**config.mk**
```make
export PLATFORM = sky130hd
export DESIGN_NAME = local_endpoint_sync
export DESIGN_NICKNAME = d
export VERILOG_FILES = /design/src/rtl/local_endpoint_sync_pkg.sv /design/src/rtl/local_endpoint_sync_sync_ff.sv /design/src/rtl/local_endpoint_sync.sv
export SDC_FILE = /design/constraint.sdc
export NUM_CORES = 1
export LEC_CHECK = 0
export CORE_MARGIN = 2
export CORE_UTILIZATION = 42
export DETAILED_ROUTE_END_ITERATION = 6
export GPL_ROUTABILITY_DRIVEN = 1
export PLACE_DENSITY = 0.81
export SYNTH_ARGS = -nofsm -noshare
export SYNTH_HDL_FRONTEND = slang
export SYNTH_SLANG_ARGS = --single-unit
```
**constraint.sdc**
```tcl
create_clock -name clk -period 1.98 [get_ports clk]
set_clock_uncertainty 0.15 [all_clocks]
set_input_delay 0.594 -clock clk [delete_from_list [all_inputs] [get_ports clk]]
set_output_delay 0.594 -clock clk [all_outputs]
set_load 0.1 [all_outputs]
```
**src/rtl/local_endpoint_sync_pkg.sv**
```systemverilog
// Shared types for the processor-side local endpoint: FSM state encodings,
// flit header layout and a packing helper for the default flit geometry.
package local_endpoint_sync_pkg;

  localparam int DEF_N  = 32;
  localparam int DEF_XW = 2;
  localparam int DEF_YW = 2;
  localparam int HDR_W  = DEF_XW + DEF_YW + 2;
  localparam int DEF_PW = DEF_N - HDR_W;

  typedef enum logic {TX_IDLE, TX_WAIT_ACK} tx_state_e;
  typedef enum logic {RX_IDLE, RX_HOLD} rx_state_e;

  typedef struct packed {
    logic [DEF_XW-1:0] dst_x;
    logic [DEF_YW-1:0] dst_y;
    logic              deltax;
    logic              deltay;
  } flit_hdr_t;

  // Both FSM states together, so checkers can bind to a single signal.
  typedef struct packed {
    tx_state_e tx_state;
    rx_state_e rx_state;
  } ep_dbg_t;

  function automatic logic [DEF_N-1:0] pack_flit(input logic [DEF_XW-1:0] dst_x,
                                                 input logic [DEF_YW-1:0] dst_y,
                                                 input logic [DEF_PW-1:0] payload,
                                                 input int                srcx,
                                                 input int                srcy);
    flit_hdr_t hdr;
    hdr.dst_x  = dst_x;
    hdr.dst_y  = dst_y;
    hdr.deltax = (int'(dst_x) > srcx);
    hdr.deltay = (int'(dst_y) > srcy);
    return {hdr, payload};
  endfunction

endpackage

```
**src/rtl/local_endpoint_sync_sync_ff.sv**
```systemverilog
// Reset-to-zero flop chain used to bring the asynchronous req/ack phases
// into the clk domain.
module sync_ff
  import local_endpoint_sync_pkg::*;
#(
  parameter int WIDTH  = 1,
  parameter int STAGES = 2
) (
  input  logic             clk,
  input  logic             rst,
  input  logic [WIDTH-1:0] d,
  output logic [WIDTH-1:0] q
);

  logic [WIDTH-1:0] chain [STAGES];

  always_ff @(posedge clk) begin
    if (rst) begin
      for (int i = 0; i < STAGES; i++) chain[i] <= '0;
    end else begin
      chain[0] <= d;
      for (int i = 1; i < STAGES; i++) chain[i] <= chain[i-1];
    end
  end

  assign q = chain[STAGES-1];

endmodule

```
**src/rtl/local_endpoint_sync.sv**
```systemverilog
// Processor-side endpoint of a mesh router local port: packs requests into flits
// for the router (TX) and presents router flits on a valid/ready port (RX).
//
// Handshakes: tx_valid/tx_ready and rx_valid/rx_ready transfer on a clk edge where
// both are high; out_req/out_ack and in_req/in_ack are 2-phase toggles, a transfer
// is outstanding while req != ack and completes when the receiver makes them equal.
module local_endpoint_sync
  import local_endpoint_sync_pkg::*;
#(
  parameter int N           = 32,
  parameter int SRCX        = 0,
  parameter int SRCY        = 0,
  parameter int XW          = 2,
  parameter int YW          = 2,
  parameter int SYNC_STAGES = 2
) (
  input  logic                 clk,
  input  logic                 rst,
  input  logic                 tx_valid,
  output logic                 tx_ready,
  input  logic [XW-1:0]        tx_dst_x,
  input  logic [YW-1:0]        tx_dst_y,
  input  logic [N-XW-YW-3:0]   tx_payload,
  output logic                 tx_err_self,
  output logic                 out_req,
  input  logic                 out_ack,
  output logic [N-1:0]         out_data,
  input  logic                 in_req,
  output logic                 in_ack,
  input  logic [N-1:0]         in_data,
  output logic                 rx_valid,
  input  logic                 rx_ready,
  output logic [N-1:0]         rx_data
);

  localparam logic [XW-1:0] SRC_X = XW'(SRCX);
  localparam logic [YW-1:0] SRC_Y = YW'(SRCY);

  ep_dbg_t      dbg, dbg_next;
  logic         ack_s, req_s;
  logic         tx_accept, tx_self, rx_capture, rx_release;
  logic [N-1:0] tx_flit;

  sync_ff #(.WIDTH(1), .STAGES(SYNC_STAGES)) u_ack_sync (
    .clk (clk),
    .rst (rst),
    .d   (out_ack),
    .q   (ack_s)
  );

  sync_ff #(.WIDTH(1), .STAGES(SYNC_STAGES)) u_req_sync (
    .clk (clk),
    .rst (rst),
    .d   (in_req),
    .q   (req_s)
  );

  // Default geometry shares the package packer; other geometries pack inline.
  if (N == DEF_N && XW == DEF_XW && YW == DEF_YW) begin : g_pkg_pack
    assign tx_flit = pack_flit(tx_dst_x, tx_dst_y, tx_payload, SRCX, SRCY);
  end else begin : g_param_pack
    assign tx_flit = {tx_dst_x, tx_dst_y, (tx_dst_x > SRC_X), (tx_dst_y > SRC_Y), tx_payload};
  end

  always_comb begin
    dbg_next   = dbg;
    tx_accept  = 1'b0;
    tx_self    = 1'b0;
    rx_capture = 1'b0;
    rx_release = 1'b0;

    unique case (dbg.tx_state)
      TX_IDLE: begin
        if (tx_valid) begin
          if (tx_dst_x == SRC_X && tx_dst_y == SRC_Y) begin
            tx_self = 1'b1;
          end else begin
            tx_accept         = 1'b1;
            dbg_next.tx_state = TX_WAIT_ACK;
          end
        end
      end
      TX_WAIT_ACK: begin
        if (ack_s == out_req) dbg_next.tx_state = TX_IDLE;
      end
    endcase

    unique case (dbg.rx_state)
      RX_IDLE: begin
        if (req_s != in_ack) begin
          rx_capture        = 1'b1;
          dbg_next.rx_state = RX_HOLD;
        end
      end
      RX_HOLD: begin
        if (rx_ready) begin
          rx_release        = 1'b1;
          dbg_next.rx_state = RX_IDLE;
        end
      end
    endcase
  end

  always_ff @(posedge clk) begin
    if (rst) begin
      dbg         <= '{tx_state: TX_IDLE, rx_state: RX_IDLE};
      tx_err_self <= 1'b0;
      out_req     <= 1'b0;
      out_data    <= '0;
      in_ack      <= 1'b0;
      rx_valid    <= 1'b0;
      rx_data     <= '0;
    end else begin
      dbg         <= dbg_next;
      tx_err_self <= tx_self;
      // Data and req change on the same edge; out_data then stays frozen
      // until the ack phase comes back, which gives the bundled-data setup.
      if (tx_accept) begin
        out_data <= tx_flit;
        out_req  <= ~out_req;
      end
      if (rx_capture) begin
        rx_data  <= in_data;
        rx_valid <= 1'b1;
      end
      if (rx_release) begin
        rx_valid <= 1'b0;
        in_ack   <= ~in_ack;
      end
    end
  end

  assign tx_ready = (dbg.tx_state == TX_IDLE);

endmodule

```
# Word-level counts from Yosys, hierarchy flattened
# Memories as Yosys holds them, arrays and structs flattened.
# Index checks and enable logic that the tools add are counted.
op_classes:
  n_eq_ne: 2
  reduce_logical: 5
  mux: 19
  n_lt_le_gt_ge: 2
  n_bitwise: 9
op_table:
  columns: ["operator", "count"]
  rows:
  - ["$mux W1", 17]
  - ["$not A1 Y1", 5]
  - ["$gt A2 B1 Y1 const B", 2]
  - ["$logic_not A2 Y1", 2]
  - ["$or A1 B1 Y1", 4]
  - ["$pmux W1 S2", 2]
  - ["$reduce_or A3 Y1", 1]
  - ["$reduce_or A2 Y1", 1]
  - ["$eq A1 B1 Y1", 1]
  - ["$logic_and A1 B1 Y1", 1]
  - ["$ne A1 B1 Y1", 1]
word_totals:
  ramBits: 4
  regBits: 70
  inputBits: 68
  mem_count: 2
  elab_cells: 47
mem_list:
  columns: ["name", "words", "word_bits", "rd", "rd_ports_with_merged_regs", "write_ports", "line_no", "rtl"]
  rows:
  - ["u_ack_sync.chain", 2, 1, 2, 0, 2, "local_endpoint_sync_sync_ff.sv:15", "logic [WIDTH-1:0] chain [STAGES];"]
  - ["u_req_sync.chain", 2, 1, 2, 0, 2, "local_endpoint_sync_sync_ff.sv:15", null]

# Longest topological paths before layout
# Gate-level depths: netlist of run 1.
logic_depth:
  depth_word: 5
  ltp_mapped: 5
  depth_no_buf: 3

# By module
# From an unflattened synthesis of run 1, not the netlist that was laid out.
unflattened:
  cells_unflattened: 320
  hier_area_um2: 3121.7
modules_own_cells:
  columns: ["mod", "seq_area_each_um2", "n_inst", "cells_each", "area_per_inst_um2"]
  rows:
  - ["local_endpoint_sync", 1401.3, 1, 312, 3016.6]
  - ["sync_ff", 40.0, 2, 4, 52.6]

# Worst setup path after synthesis of run 1
# No wires, ideal clock.
synth_timing:
  path_kind: "reg2reg"
  start: "reg in_ack"
  end: "reg rx_data[10]"
  n_path_buf: 1
  synth_period_minus_slack_ns: 2.084
  required_ns: 1.758
  t_arrival_ns: 1.862
  slack_ns: -0.104
  stages_incl_launch_ff: 5
  cell_sequence: "dfxtp_1 xnor2_1 nor2_2 buf_4 mux2i_1"
synth_via:
  elab_chain_cells: 3
synth_rtl:
  columns: ["item", "line_no", "rtl"]
  rows:
  - ["start: declaration", "local_endpoint_sync.sv:29", "output logic in_ack,"]
  - ["start signal: assignment", "local_endpoint_sync.sv:128", "in_ack <= ~in_ack;"]
  - ["$ne A1 B1 Y1", "local_endpoint_sync.sv:90", "if (req_s != in_ack) begin"]
  - ["$mux W1", "local_endpoint_sync.sv:90", null]
  - ["$mux W1", "local_endpoint_sync.sv:88", "unique case (dbg.rx_state)"]
  - ["end signal: assignment", "local_endpoint_sync.sv:123", "rx_data <= in_data;"]
  - ["end: declaration", "local_endpoint_sync.sv:33", "output logic [N-1:0] rx_data"]
# No other way between the ends.
# A chain may end at the register's enable or synchronous reset.

# Worst setup path after layout of run 1
layout_timing:
  start: "in tx_dst_y[0]"
  end: "reg out_data[17]"
layout_via:
  elab_chain_cells: 5
layout_rtl:
  columns: ["item", "line_no", "rtl"]
  rows:
  - ["start: declaration", "local_endpoint_sync.sv:22", "input logic [YW-1:0] tx_dst_y,"]
  - ["$logic_not A2 Y1", "local_endpoint_sync.sv:75", "if (tx_dst_x == SRC_X && tx_dst_y == SRC_Y) begin"]
  - ["$logic_and A1 B1 Y1", "local_endpoint_sync.sv:75", null]
  - ["$mux W1", "local_endpoint_sync.sv:75", null]
  - ["$mux W1", "local_endpoint_sync.sv:74", "if (tx_valid) begin"]
  - ["$mux W1", "local_endpoint_sync.sv:72", "unique case (dbg.tx_state)"]
  - ["end signal: assignment", "local_endpoint_sync.sv:119", "out_data <= tx_flit;"]
  - ["end: declaration", "local_endpoint_sync.sv:27", "output logic [N-1:0] out_data,"]
# No other way between the ends.

==> results of run 1 <==
==> stage by stage <==
step	instances	hold slack, ns	area (um^2)	utilization (%)
after floorplan	320	0.264	3120	-
after global placement	543	0.274	5300	73.5
after detailed placement	543	0.272	5300	73.5
after CTS	559	0.290	5550	77.0
after global routing	562	0.309	5590	77.5
final	562	0.288	5590	77.5
==> cells in the final DEF (no fill, tap or decap), drive strengths merged <==
cell and n:
a21boi 1, a21oi 34, a22oi 1, buf 87
bufinv 3, clkbuf 13, clkdlybuf4s50 66, clkinvlp 1
dfxtp 74, inv 2, mux2i 32, nand2 5
nand2b 65, nand3 26, nor2 5, nor2b 5
nor3 1, nor4 1, o21a 1, o21ai 35
or3 1, or4 1, xnor2 1, xor2 2
==> routing by layer <==
layer  GRT usage (%)  wire (um)  vias to the layer above
li1                -          -                     1356
met1            24.0       3440                     1338
met2            38.9       4460                      125
met3            9.81        896                       19
met4            8.97        229                        0
met5               0          0                        -
==> sequential cells by signal, summed over array words and instances, names as in the netlist <==
name / flops
rx_data: 32
u_ack_sync.chain: 2
rx_valid: 1
out_req: 1
tx_err_self: 1
u_req_sync.chain: 2
in_ack: 1
dbg: 2
out_data: 32
==> worst max-delay path, delay by kind of cell <==
family | cells | cell delay (ns)
and+or+nand+nor | 2 | 0.72
buffers and inverters | 2 | 0.70
AOI/OAI and AO/OA | 1 | 0.07
==> repair_timing <==
item                                    in CTS  in global routing
endpoints found under the setup margin       0                  6
gates resized for setup                      0                  0
setup buffers                                0                  2
endpoints found under the hold margin        0                  0
==> kinds of logic after synthesis <==
family	synth area share (%)
compound gates	12.0
simple gates	24.0
xor+xnor	0.842
flops	47.5
mux	10.3
buf+inv	5.45
==> worst paths after layout <==
kind                                           from                                end
setup / recovery                        tx_dst_y[0]          out_data[17]$_SDFFE_PP0P_
hold / removal    u_req_sync.chain[0][0]$_SDFF_PP0_  u_req_sync.chain[0][1]$_SDFF_PP0_
setup reg to reg                in_ack$_SDFFE_PP0P_           rx_data[16]$_SDFFE_PP0P_
hold reg to reg   u_req_sync.chain[0][0]$_SDFF_PP0_  u_req_sync.chain[0][1]$_SDFF_PP0_
==> power by group through the flow <==
stage,Combinational [mW],Clock (mW),Sequential (mW)
2_1_floorplan,0.285,0,2.35
3_3_place_gp,1.55,0,1.73
3_5_place_dp,1.57,0,1.73
4_1_cts,1.58,1.48,1.70
5_1_grt,1.63,1.54,1.71
6_report,1.58,1.44,1.70
==> layout make-up <==
class / count / area share (%)
clock inverters: 4 / 1.74
multi-input cells: 217 / 26.4
clock buffers: 12 / 2.77
well taps: 99 / 2.21
flip-flops and latches: 74 / 26.5
inverters: 2 / 0.134
repair buffers: 154 / 40.2
==> reports/metrics.json, run 1 <==
{
  "placed_design": {
    "preCtsSetupSlack_ns": -0.351,
    "post-dp-hpwl_um": 6490,
    "finalWeightedCongestion": 0.733,
    "numPortBuffers": 136
  },
  "setup_path": {
    "start_kind": "input pin",
    "critPathMaxStageDelay_ns": 0.63,
    "worst-endpoint-required_ns": 2.05,
    "kind_of_end_point_of_the_critical_path": "register",
    "cp.arrival_ns": 2.08,
    "reg2reg_slack_ns": 0.57,
    "ff2ff_path_depth": 4,
    "path_class": "input pin to register",
    "crit_fanout": 13,
    "crit_path_cell_trace": "clkdlybuf4s50_1 > or4_1 > buf_4 > nand3_2 > a21oi_1",
    "worst_path_max_delay_cell": "sky130_fd_sc_hd__or4_1"
  },
  "clocking": {
    "clock_buffer_count_from_cts": 9,
    "cts_htree_levels": 3,
    "clock_latency_ns": 0.34,
    "tritoncts": "done",
    "hold_buffers": 0,
    "cts_buffer_depth": 2,
    "clk_transition_reported_paths_ns": 0.08,
    "clock_tree.root_cell": "sky130_fd_sc_hd__clkbuf_8",
    "clock_sink_count": 74
  },
  "cells_and_area": {
    "layout_overhead_on_the_synthesized_area_pct": 79.2,
    "layout.area.seq_um2": 1480,
    "final.fill_count": 453,
    "nNetsFinal": 526,
    "post_route_cells_drive_above_1_share_pct": 27.9,
    "area_used_by_multi_input_combinational_logic_um2": 1480,
    "antenna-diode-count": 0
  },
  "synthesis": {
    "ys.flop_type": "sky130_fd_sc_hd__dfxtp_1",
    "yosysMostFrequentCell": "sky130_fd_sc_hd__dfxtp_1",
    "syn-cell-area_um2": 3120,
    "synth_seq_cells": 74,
    "synth_top_area_share_pct": 47.5,
    "yosysUniqueCellTypes": 28,
    "syn_inst": 320,
    "synth_area_leaders": "sky130_fd_sc_hd__dfxtp_1 47%, sky130_fd_sc_hd__nand2b_1 13%, sky130_fd_sc_hd__mux2i_1 10%",
    "synth.largest_area_cell": "sky130_fd_sc_hd__dfxtp_1",
    "synth_fp_nets": 388,
    "synth_enable_flop_cells": 0,
    "yosysWarnings": 0,
    "ys_async_sr_fraction_pct": 0,
    "synth.yosys.seq_area_share_pct": 47.5,
    "synth_top_cells_by_count": "74 x sky130_fd_sc_hd__dfxtp_1, 65 x sky130_fd_sc_hd__nand2b_1, 32 x sky130_fd_sc_hd__a21oi_1, 32 x sky130_fd_sc_hd__mux2i_1, 32 x sky130_fd_sc_hd__o21ai_0",
    "syn_area_per_cell_um2": 9.76
  },
  "sta": {
    "drv_slew": 0,
    "fmax_ghz": 0.496,
    "fin_tns_setup_ns": -0.352,
    "worst_slew_margin_rel_pct": 77.2,
    "timing_worst_slew_pin_value_ns": 0.340,
    "finalHoldViolations": 0,
    "post-route-min-period_ns": 2.02,
    "crit_share_post_route_pct": 102,
    "postLayoutSetupSlackWorst_ns": -0.0357,
    "setup_viol": 18,
    "setup_repair_after_global_routing_missed_its_margin": "yes"
  },
  "worst_hold_path": {
    "hold_path_depth": 1,
    "hp_class": "register to register"
  },
  "detailed_routing": {
    "drc": 0,
    "vias_per_cell": 5.05,
    "ant_nets": 0,
    "drtIter0Drc": 70,
    "num_vias": 2838,
    "totalWireLength_um": 9030,
    "drt_pre_antenna_iters": 4,
    "detail_route.wl_per_cell_um": 16.1
  },
  "pwr": {
    "power_per_cell_area_nw_per_um2": 844,
    "p_leak_nw": 2.10,
    "clock_power_share_pct": 30.6,
    "totalPowerFinal_mw": 4.72,
    "p_switching_mw": 1.60,
    "max-vdd-ir-drop_v": 0.000461,
    "sequentialPowerShare_pct": 36.0,
    "p_comb_share_pct": 33.4,
    "switching_share_pct": 33.8,
    "pint_mw": 3.12
  },
  "die": {
    "core.rowCount": 31,
    "horizontal_die_dimension_um": 90.2,
    "i_o_pin_count": 137,
    "core_region_area_um2": 7210,
    "floorplan.initialDensity_pct": 43.3,
    "fp.dieH_um": 90.2,
    "die-area_um2": 8140
  },
  "global_routing": {
    "grt_pass1_wl_um": 14800,
    "all_layer_gr_usage_pct": 22.5,
    "antenna_found_initial": 0,
    "number_of_global_route_vias_before_repair": 3097,
    "grt_overflow_total": 0,
    "grt_max_degree": 82
  },
  "run_status": {
    "run_status": "complete, but fails checks",
    "violations_in_the_final_reports": "setup timing"
  },
  "flow_run": {
    "drv.max_cap_violation_count": 0
  }
}
No activity file was read; power rests on OpenSTA's default activity.
==> run 2, diff against run 1 <==
--- a/config.mk
+++ b/config.mk
@@ -9,7 +9,7 @@
 export CORE_UTILIZATION = 42
 export DETAILED_ROUTE_END_ITERATION = 6
 export GPL_ROUTABILITY_DRIVEN = 1
-export PLACE_DENSITY = 0.81
+export PLACE_DENSITY_LB_ADDON = 0.2
 export SYNTH_ARGS = -nofsm -noshare
 export SYNTH_HDL_FRONTEND = slang
 export SYNTH_SLANG_ARGS = --single-unit
==> reports/metrics.json, run 2 (same netlist as run 1, synthesis figures left out) <==
{
  "run_status": {
    "run_status": "finished clean"
  },
  "cells_and_area": {
    "largest_registers": "out_data x32, rx_data x32",
    "post_route_cells_drive_above_1_share": {"value": 28.3, "unit": "%", "change": "+0.43 points"},
    "final_design_area_no_fill": {"value": 5540, "unit": "um^2", "change": "-0.89%"},
    "area_used_by_multi_input_combinational_logic": {"value": 1480, "unit": "um^2", "change": "+0.25%"},
    "mostFrequentLayoutCells": "75 x sky130_fd_sc_hd__buf_12, 73 x sky130_fd_sc_hd__dfxtp_1, 66 x sky130_fd_sc_hd__clkdlybuf4s50_1",
    "nNetsFinal": {"value": 526, "change": "unchanged"},
    "layout_overhead_on_the_synthesized_area_pct": 77.6,
    "layout.area.seq": {"value": 1480, "unit": "um^2", "change": "unchanged"},
    "final.fill_count": {"value": 486, "change": "+7.3%"},
    "post_layout_nonfiller_instances": {"value": 562, "change": "unchanged"},
    "layout_commonest_cell": "sky130_fd_sc_hd__buf_12",
    "antenna-diode-count": {"value": 0, "change": "unchanged"}
  },
  "global_routing": {
    "grt_pass1_wl": {"value": 13400, "unit": "um", "change": "-9.0%"},
    "grt_max_degree": {"value": 56, "change": "-32%"},
    "grt_overflow_total": {"value": 0, "change": "unchanged"},
    "number_of_global_route_vias_before_repair": {"value": 2766, "change": "-11%"},
    "all_layer_gr_usage": {"value": 20.4, "unit": "%", "change": "-2.0 points"},
    "antenna_found_initial": {"value": 0, "change": "unchanged"}
  },
  "worst_hold_path": {
    "min-delay-start": "u_ack_sync.chain[0][0]$_SDFF_PP0_",
    "hp_class": "register to register"
  },
  "sta": {
    "finalHoldViolations": {"value": 0, "change": "unchanged"},
    "postLayoutSetupSlackWorst": {"value": 0.0527, "unit": "ns", "change": "+0.0883 ns"},
    "post-route-min-period": {"value": 1.93, "unit": "ns", "change": "-0.0883 ns"},
    "setup_viol": {"value": 0, "change": "-18"},
    "setup_repair_after_global_routing_missed_its_margin": "no",
    "timing_worst_slew_pin_value": {"value": 0.322, "unit": "ns", "change": "-0.0175 ns"},
    "worst_slew_margin_rel": {"value": 78.4, "unit": "%", "change": "+1.2 points"},
    "crit_share_post_route": {"value": 97.3, "unit": "%", "change": "-4.5 points"},
    "drv_slew": {"value": 0, "change": "unchanged"},
    "fmax": {"value": 0.519, "unit": "GHz", "change": "+4.6%"}
  },
  "placed_design": {
    "preCtsSetupSlack": {"value": -0.356, "unit": "ns", "change": "-0.00469 ns"},
    "number_of_placed_instances_with_taps_included": {"value": 546, "change": "+0.55%"},
    "placed_area": {"value": 5350, "unit": "um^2", "change": "+0.90%"},
    "post-dp-hpwl": {"value": 6250, "unit": "um", "change": "-3.8%"},
    "numPortBuffers": {"value": 136, "change": "unchanged"},
    "finalWeightedCongestion": {"value": 0.814, "change": "+11%"}
  },
  "detailed_routing": {
    "totalWireLength": {"value": 8310, "unit": "um", "change": "-8.0%"},
    "met2WireLength": {"value": 4330, "unit": "um", "change": "-3.0%"},
    "num_vias": {"value": 2757, "change": "-2.9%"},
    "route.layer.met1.wl": {"value": 3280, "unit": "um", "change": "-4.5%"},
    "wl_met3": {"value": 637, "unit": "um", "change": "-29%"},
    "drt_pre_antenna_iters": {"value": 4, "change": "unchanged"},
    "ant_nets": {"value": 0, "change": "unchanged"},
    "top_signal_layer_used": "met4",
    "vias_per_cell": {"value": 4.91, "change": "-2.9%"},
    "detail_route.wl_per_cell": {"value": 14.8, "unit": "um", "change": "-8.0%"},
    "drc": {"value": 0, "change": "unchanged"},
    "drtIter0Drc": {"value": 148, "change": "+110%"}
  },
  "clocking": {
    "postCtsSetupBuffers": {"value": 0, "change": "unchanged"},
    "clock_buffer_count_from_cts": {"value": 9, "change": "unchanged"},
    "cts_htree_levels": {"value": 3, "change": "unchanged"},
    "tritoncts": "done",
    "cts_buffer_depth": {"value": 2, "change": "unchanged"},
    "clock_sink_count": {"value": 74, "change": "unchanged"},
    "clk_transition_reported_paths": {"value": 0.08, "unit": "ns", "change": "about the same"},
    "clock_latency": {"value": 0.34, "unit": "ns", "change": "about the same"},
    "clock_tree.root_cell": "sky130_fd_sc_hd__clkbuf_8"
  },
  "die": {
    "i_o_pin_count": {"value": 137, "change": "unchanged"},
    "die-area": {"value": 8140, "unit": "um^2", "change": "unchanged"},
    "horizontal_die_dimension": {"value": 90.2, "unit": "um", "change": "unchanged"},
    "floorplan.initialDensity": {"value": 43.3, "unit": "%", "change": "unchanged"},
    "fp.dieH": {"value": 90.2, "unit": "um", "change": "unchanged"},
    "core_region_area": {"value": 7210, "unit": "um^2", "change": "unchanged"},
    "core.rowCount": {"value": 31, "change": "unchanged"}
  },
  "pwr": {
    "totalPowerFinal": {"value": 4.42, "unit": "mW", "change": "-6.4%"},
    "p_leak": {"value": 2.08, "unit": "nW", "change": "-0.76%"},
    "max-vdd-ir-drop": {"value": 0.000489, "unit": "V", "change": "+5.9%"},
    "power_per_cell_area": {"value": 797, "unit": "nW/um^2", "change": "-5.6%"},
    "clock_power_share": {"value": 25.8, "unit": "%", "change": "-4.8 points"},
    "sequentialPowerShare": {"value": 38.4, "unit": "%", "change": "+2.4 points"},
    "switching_share": {"value": 36.5, "unit": "%", "change": "+2.7 points"},
    "p_comb_share": {"value": 35.8, "unit": "%", "change": "+2.4 points"},
    "pint": {"value": 2.80, "unit": "mW", "change": "-10%"},
    "p_switching": {"value": 1.61, "unit": "mW", "change": "+0.95%"}
  },
  "setup_path": {
    "reg2reg_from": "dbg[1]$_SDFF_PP0_",
    "cp.arrival": {"value": 2.00, "unit": "ns", "change": "-0.08 ns"},
    "crit_fanout": {"value": 14, "change": "+1"},
    "worst-endpoint-required": {"value": 2.06, "unit": "ns", "change": "about the same"},
    "start_kind": "input pin",
    "kind_of_end_point_of_the_critical_path": "register",
    "path_class": "input pin to register",
    "crit_start": "tx_dst_y[0]"
  },
  "flow_run": {
    "drv.max_cap_violation_count": {"value": 0, "change": "unchanged"}
  }
}
-- run 2: changes by cell type in the layout (fill, tap and decap cells not counted), moves of 2 or more --
cell / delta
sky130_fd_sc_hd__buf_12: +2
sky130_fd_sc_hd__bufinv_16: -2
sky130_fd_sc_hd__clkbuf_8: -2
sky130_fd_sc_hd__clkinv_2: +4
-- run 2: power groups by stage --
stage                     registers, mW  clock network, mW  logic [mW]
after global routing               1.71               1.25        1.63
after floorplan                    2.35                  0       0.285
after detailed placement           1.73                  0        1.59
after CTS                          1.70               1.18        1.59
after global placement             1.72                  0        1.57
final                              1.70               1.14        1.58
-- run 2: final cells by class --
type | count | share of cell area (%)
clock buffer | 9 | 2.23
multi-input combinational | 217 | 26.7
clock inverter | 7 | 1.22
timing repair buffer | 154 | 40.7
tap | 99 | 2.23
inverter | 2 | 0.135
sequential | 74 | 26.7
-- run 2: routing by layer --
metal / up-vias / global-route usage (%)
met2: 96 / 35.8
li1: 1356 / -
met3: 7 / 9.47
met4: 0 / 3.85
met1: 1298 / 22.9
met5: - / 0
-- run 2: repair_timing --
action,CTS,global route
setup endpoints to repair,0,2
hold buffers,0,0
resized for setup,0,1
-- run 2: through the flow --
| step | hold WS [ns] | utilization, % | TNS [ns] |
|---|---|---|---|
| after floorplan | 0.264 | - | 0 |
| after global placement | 0.277 | 74.1 | -8.93 |
| after detailed placement | 0.281 | 74.1 | -9.69 |
| after CTS | 0.300 | 76.8 | 0 |
| after global routing | 0.329 | 76.8 | 0 |
| final | 0.299 | 76.8 | 0 |
-- run 2: path summary, 6_finish.rpt --
check	end	cells past startpoint	slack (ns)
hold / removal	u_ack_sync.chain[0][1]$_SDFF_PP0_	1	0.30
setup reg to reg	out_data[14]$_SDFFE_PP0P_	4	0.63
hold reg to reg	u_ack_sync.chain[0][1]$_SDFF_PP0_	1	0.30
setup / recovery	out_data[9]$_SDFFE_PP0P_	5	0.05
-- run 2: critical path: stages --
cell and delay [ns]:
sky130_fd_sc_hd__clkdlybuf4s50_1 0.42, sky130_fd_sc_hd__or4_4 0.58, sky130_fd_sc_hd__buf_4 0.22, sky130_fd_sc_hd__nand3_1 0.11, sky130_fd_sc_hd__a21oi_1 0.07
==> run 3, diff against run 2 <==
--- a/config.mk
+++ b/config.mk
@@ -6,10 +6,11 @@
 export NUM_CORES = 1
 export LEC_CHECK = 0
 export CORE_MARGIN = 2
-export CORE_UTILIZATION = 42
+export CORE_UTILIZATION = 45
 export DETAILED_ROUTE_END_ITERATION = 6
 export GPL_ROUTABILITY_DRIVEN = 1
 export PLACE_DENSITY_LB_ADDON = 0.2
+export SKIP_CTS_REPAIR_TIMING = 1
 export SYNTH_ARGS = -nofsm -noshare
 export SYNTH_HDL_FRONTEND = slang
 export SYNTH_SLANG_ARGS = --single-unit
==> constraint.sdc (replaced) <==
create_clock -name clk -period 2.5 [get_ports clk]
set_clock_uncertainty 0.15 [all_clocks]
set_input_delay 0.75 -clock clk [delete_from_list [all_inputs] [get_ports clk]]
set_output_delay 0.75 -clock clk [all_outputs]
set_load 0.1 [all_outputs]
==> reports/metrics.json, run 3 (same netlist as run 1, synthesis figures left out) <==
{
  "run_status": {
    "run_status": "finished clean"
  },
  "cells_and_area": {
    "post_layout_nonfiller_instances": {"value": 542, "change": "-3.6%"},
    "area_used_by_multi_input_combinational_logic": {"value": 1480, "unit": "um^2", "change": "-0.25%"},
    "antenna-diode-count": {"value": 0, "change": "unchanged"},
    "layout_commonest_cell": "sky130_fd_sc_hd__buf_4",
    "post_route_cells_drive_above_1_share": {"value": 27.5, "unit": "%", "change": "-0.80 points"},
    "layout_overhead_on_the_synthesized_area_pct": 49.9,
    "nNetsFinal": {"value": 525, "change": "-0.19%"},
    "layout.area.seq": {"value": 1480, "unit": "um^2", "change": "about the same"},
    "final.fill_count": {"value": 550, "change": "+13%"},
    "largest_registers": "out_data x32, rx_data x32",
    "mostFrequentLayoutCells": "82 x sky130_fd_sc_hd__buf_4, 74 x sky130_fd_sc_hd__dfxtp_1, 66 x sky130_fd_sc_hd__clkdlybuf4s50_1"
  },
  "die": {
    "i_o_pin_count": {"value": 137, "change": "unchanged"},
    "fp.dieH": {"value": 87.3, "unit": "um", "change": "-3.2%"},
    "floorplan.initialDensity": {"value": 46.2, "unit": "%", "change": "+2.9 points"},
    "core.rowCount": {"value": 30, "change": "-3.2%"},
    "die-area": {"value": 7620, "unit": "um^2", "change": "-6.4%"},
    "core_region_area": {"value": 6760, "unit": "um^2", "change": "-6.3%"},
    "horizontal_die_dimension": {"value": 87.3, "unit": "um", "change": "-3.2%"}
  },
  "detailed_routing": {
    "vias_per_cell": {"value": 4.88, "change": "-0.60%"},
    "detail_route.wl_per_cell": {"value": 13.9, "unit": "um", "change": "-5.7%"},
    "num_vias": {"value": 2643, "change": "-4.1%"},
    "drtIter0Drc": {"value": 81, "change": "-45%"},
    "totalWireLength": {"value": 7560, "unit": "um", "change": "-9.1%"},
    "ant_nets": {"value": 0, "change": "unchanged"},
    "drt_pre_antenna_iters": {"value": 4, "change": "unchanged"},
    "drc": {"value": 0, "change": "unchanged"}
  },
  "clocking": {
    "cts_htree_levels": {"value": 3, "change": "unchanged"},
    "clock_sink_count": {"value": 74, "change": "unchanged"},
    "tritoncts": "done",
    "clock_latency": {"value": 0.33, "unit": "ns", "change": "about the same"},
    "clock_tree.root_cell": "sky130_fd_sc_hd__clkbuf_8",
    "clock_buffer_count_from_cts": {"value": 9, "change": "unchanged"},
    "clk_transition_reported_paths": {"value": 0.08, "unit": "ns", "change": "about the same"},
    "cts_buffer_depth": {"value": 2, "change": "unchanged"}
  },
  "pwr": {
    "p_leak": {"value": 1.88, "unit": "nW", "change": "-10%"},
    "power_per_cell_area": {"value": 748, "unit": "nW/um^2", "change": "-6.1%"},
    "max-vdd-ir-drop": {"value": 0.000388, "unit": "V", "change": "-21%"}
  },
  "global_routing": {
    "grt_pass1_wl": {"value": 11900, "unit": "um", "change": "-11%"},
    "all_layer_gr_usage": {"value": 19.8, "unit": "%", "change": "-0.65 points"},
    "antenna_found_initial": {"value": 0, "change": "unchanged"},
    "grt_max_degree": {"value": 46, "change": "-18%"},
    "grt_overflow_total": {"value": 0, "change": "unchanged"},
    "number_of_global_route_vias_before_repair": {"value": 2565, "change": "-7.3%"}
  },
  "setup_path": {
    "cp.arrival": {"value": 2.16, "unit": "ns", "change": "+0.16 ns"},
    "ff2ff_path_depth": {"value": 4, "change": "unchanged"},
    "crit_fanout": {"value": 8, "change": "-6"},
    "worstReg2RegEnd": "rx_data[12]$_SDFFE_PP0P_",
    "reg2reg_slack": {"value": 0.81, "unit": "ns", "change": "+0.18 ns"},
    "worst-endpoint-required": {"value": 2.57, "unit": "ns", "change": "+0.51 ns"},
    "reg2reg_from": "in_ack$_SDFFE_PP0P_",
    "path_class": "input pin to register",
    "start_kind": "input pin",
    "kind_of_end_point_of_the_critical_path": "register"
  },
  "sta": {
    "drv_slew": {"value": 0, "change": "unchanged"},
    "fin_tns_setup": {"value": 0, "unit": "ns", "change": "unchanged"},
    "worst_slew_margin_rel": {"value": 62.1, "unit": "%", "change": "-16 points"},
    "post-route-min-period_ns": 2.08,
    "finalHoldViolations": {"value": 0, "change": "unchanged"},
    "fmax_ghz": 0.480,
    "setup_repair_after_global_routing_missed_its_margin": "no",
    "setup_viol": {"value": 0, "change": "unchanged"},
    "crit_share_post_route_pct": 83.3,
    "timing_worst_slew_pin_value": {"value": 0.567, "unit": "ns", "change": "+0.244 ns"}
  },
  "placed_design": {
    "post-dp-hpwl": {"value": 5380, "unit": "um", "change": "-14%"},
    "numPortBuffers": {"value": 136, "change": "unchanged"},
    "finalWeightedCongestion": {"value": 0.838, "change": "+2.9%"},
    "number_of_placed_instances_with_taps_included": {"value": 526, "change": "-3.7%"}
  },
  "worst_hold_path": {
    "hp_class": "register to register",
    "min_to": "u_ack_sync.chain[0][1]$_SDFF_PP0_",
    "hold_path_depth": {"value": 1, "change": "unchanged"},
    "min-delay-start": "u_ack_sync.chain[0][0]$_SDFF_PP0_"
  },
  "flow_run": {
    "drv.max_cap_violation_count": {"value": 0, "change": "unchanged"}
  }
}
-- run 3: changes by cell type in the layout (fill, tap and decap cells not counted), sizes merged --
cell,delta
clkinv,-5
clkinvlp,+1
inv,-1
bufinv,+2
clkbuf,+3
buf,-1
-- run 3: worst max path at each step --
| stage | from | endpoint | slack (ns) |
|---|---|---|---|
| after detailed placement | tx_dst_y[0] | dbg[1]$_SDFF_PP0_ | 0.08 |
| after global placement | tx_dst_y[0] | dbg[1]$_SDFF_PP0_ | 0.08 |
| after global routing | tx_dst_y[0] | dbg[1]$_SDFF_PP0_ | 0.36 |
| final | tx_dst_x[1] | dbg[1]$_SDFF_PP0_ | 0.42 |
| after CTS | tx_dst_x[1] | dbg[1]$_SDFF_PP0_ | 0.44 |
| after floorplan | in_ack$_SDFFE_PP0P_ | rx_data[10]$_SDFFE_PP0P_ | 0.42 |
-- run 3: final cells by class --
cell class / instances / area share [%]
clock buffer: 12 / 3.31
inverter: 2 / 0.160
tap: 80 / 2.14
timing repair buffer: 153 / 29.1
multi-input combinational: 217 / 31.6
sequential: 74 / 31.6
clock inverter: 4 / 2.09
-- run 3: critical path, cell delays in order --
cell	delay (ns)
sky130_fd_sc_hd__clkdlybuf4s50_1	0.42
sky130_fd_sc_hd__or4_1	0.54
sky130_fd_sc_hd__buf_4	0.21
sky130_fd_sc_hd__a22oi_1	0.19
sky130_fd_sc_hd__nor2_1	0.05
-- run 3: metal layers --
layer / global-route usage (%) / up-vias / part of all wire (%)
met4: 8.39 / 0 / 1.2
met3: 5.88 / 8 / 8.3
met1: 25.1 / 1188 / 45
met5: 0 / - / 0
li1: - / 1355 / -
met2: 31.3 / 92 / 45
-- run 3: power breakdown --
| group | switching [mW] | total [mW] | internal (mW) |
|---|---|---|---|
| sequential | 0.0443 | 1.30 | 1.26 |
| combinational | 0.739 | 1.05 | 0.309 |
| clock | 0.430 | 1.15 | 0.719 |
| total | 1.21 | 3.50 | 2.29 |
-- run 3: stage by stage --
| step | instance area, um^2 | power, mW | util [%] | worst slack (ns) | hold slack, ns |
|---|---|---|---|---|---|
| 6_report | 4680 | 3.50 | 69.3 | 0.418 | 0.283 |
| 5_1_grt | 4680 | 3.63 | 69.3 | 0.359 | 0.296 |
| 4_1_cts | 4680 | 3.53 | 69.3 | 0.441 | 0.287 |
| 3_5_place_dp | 4430 | 2.38 | 65.5 | 0.0812 | 0.275 |
| 3_3_place_gp | 4430 | 2.37 | 65.5 | 0.0815 | 0.271 |
| 2_1_floorplan | 3120 | 2.08 | - | 0.416 | 0.264 |
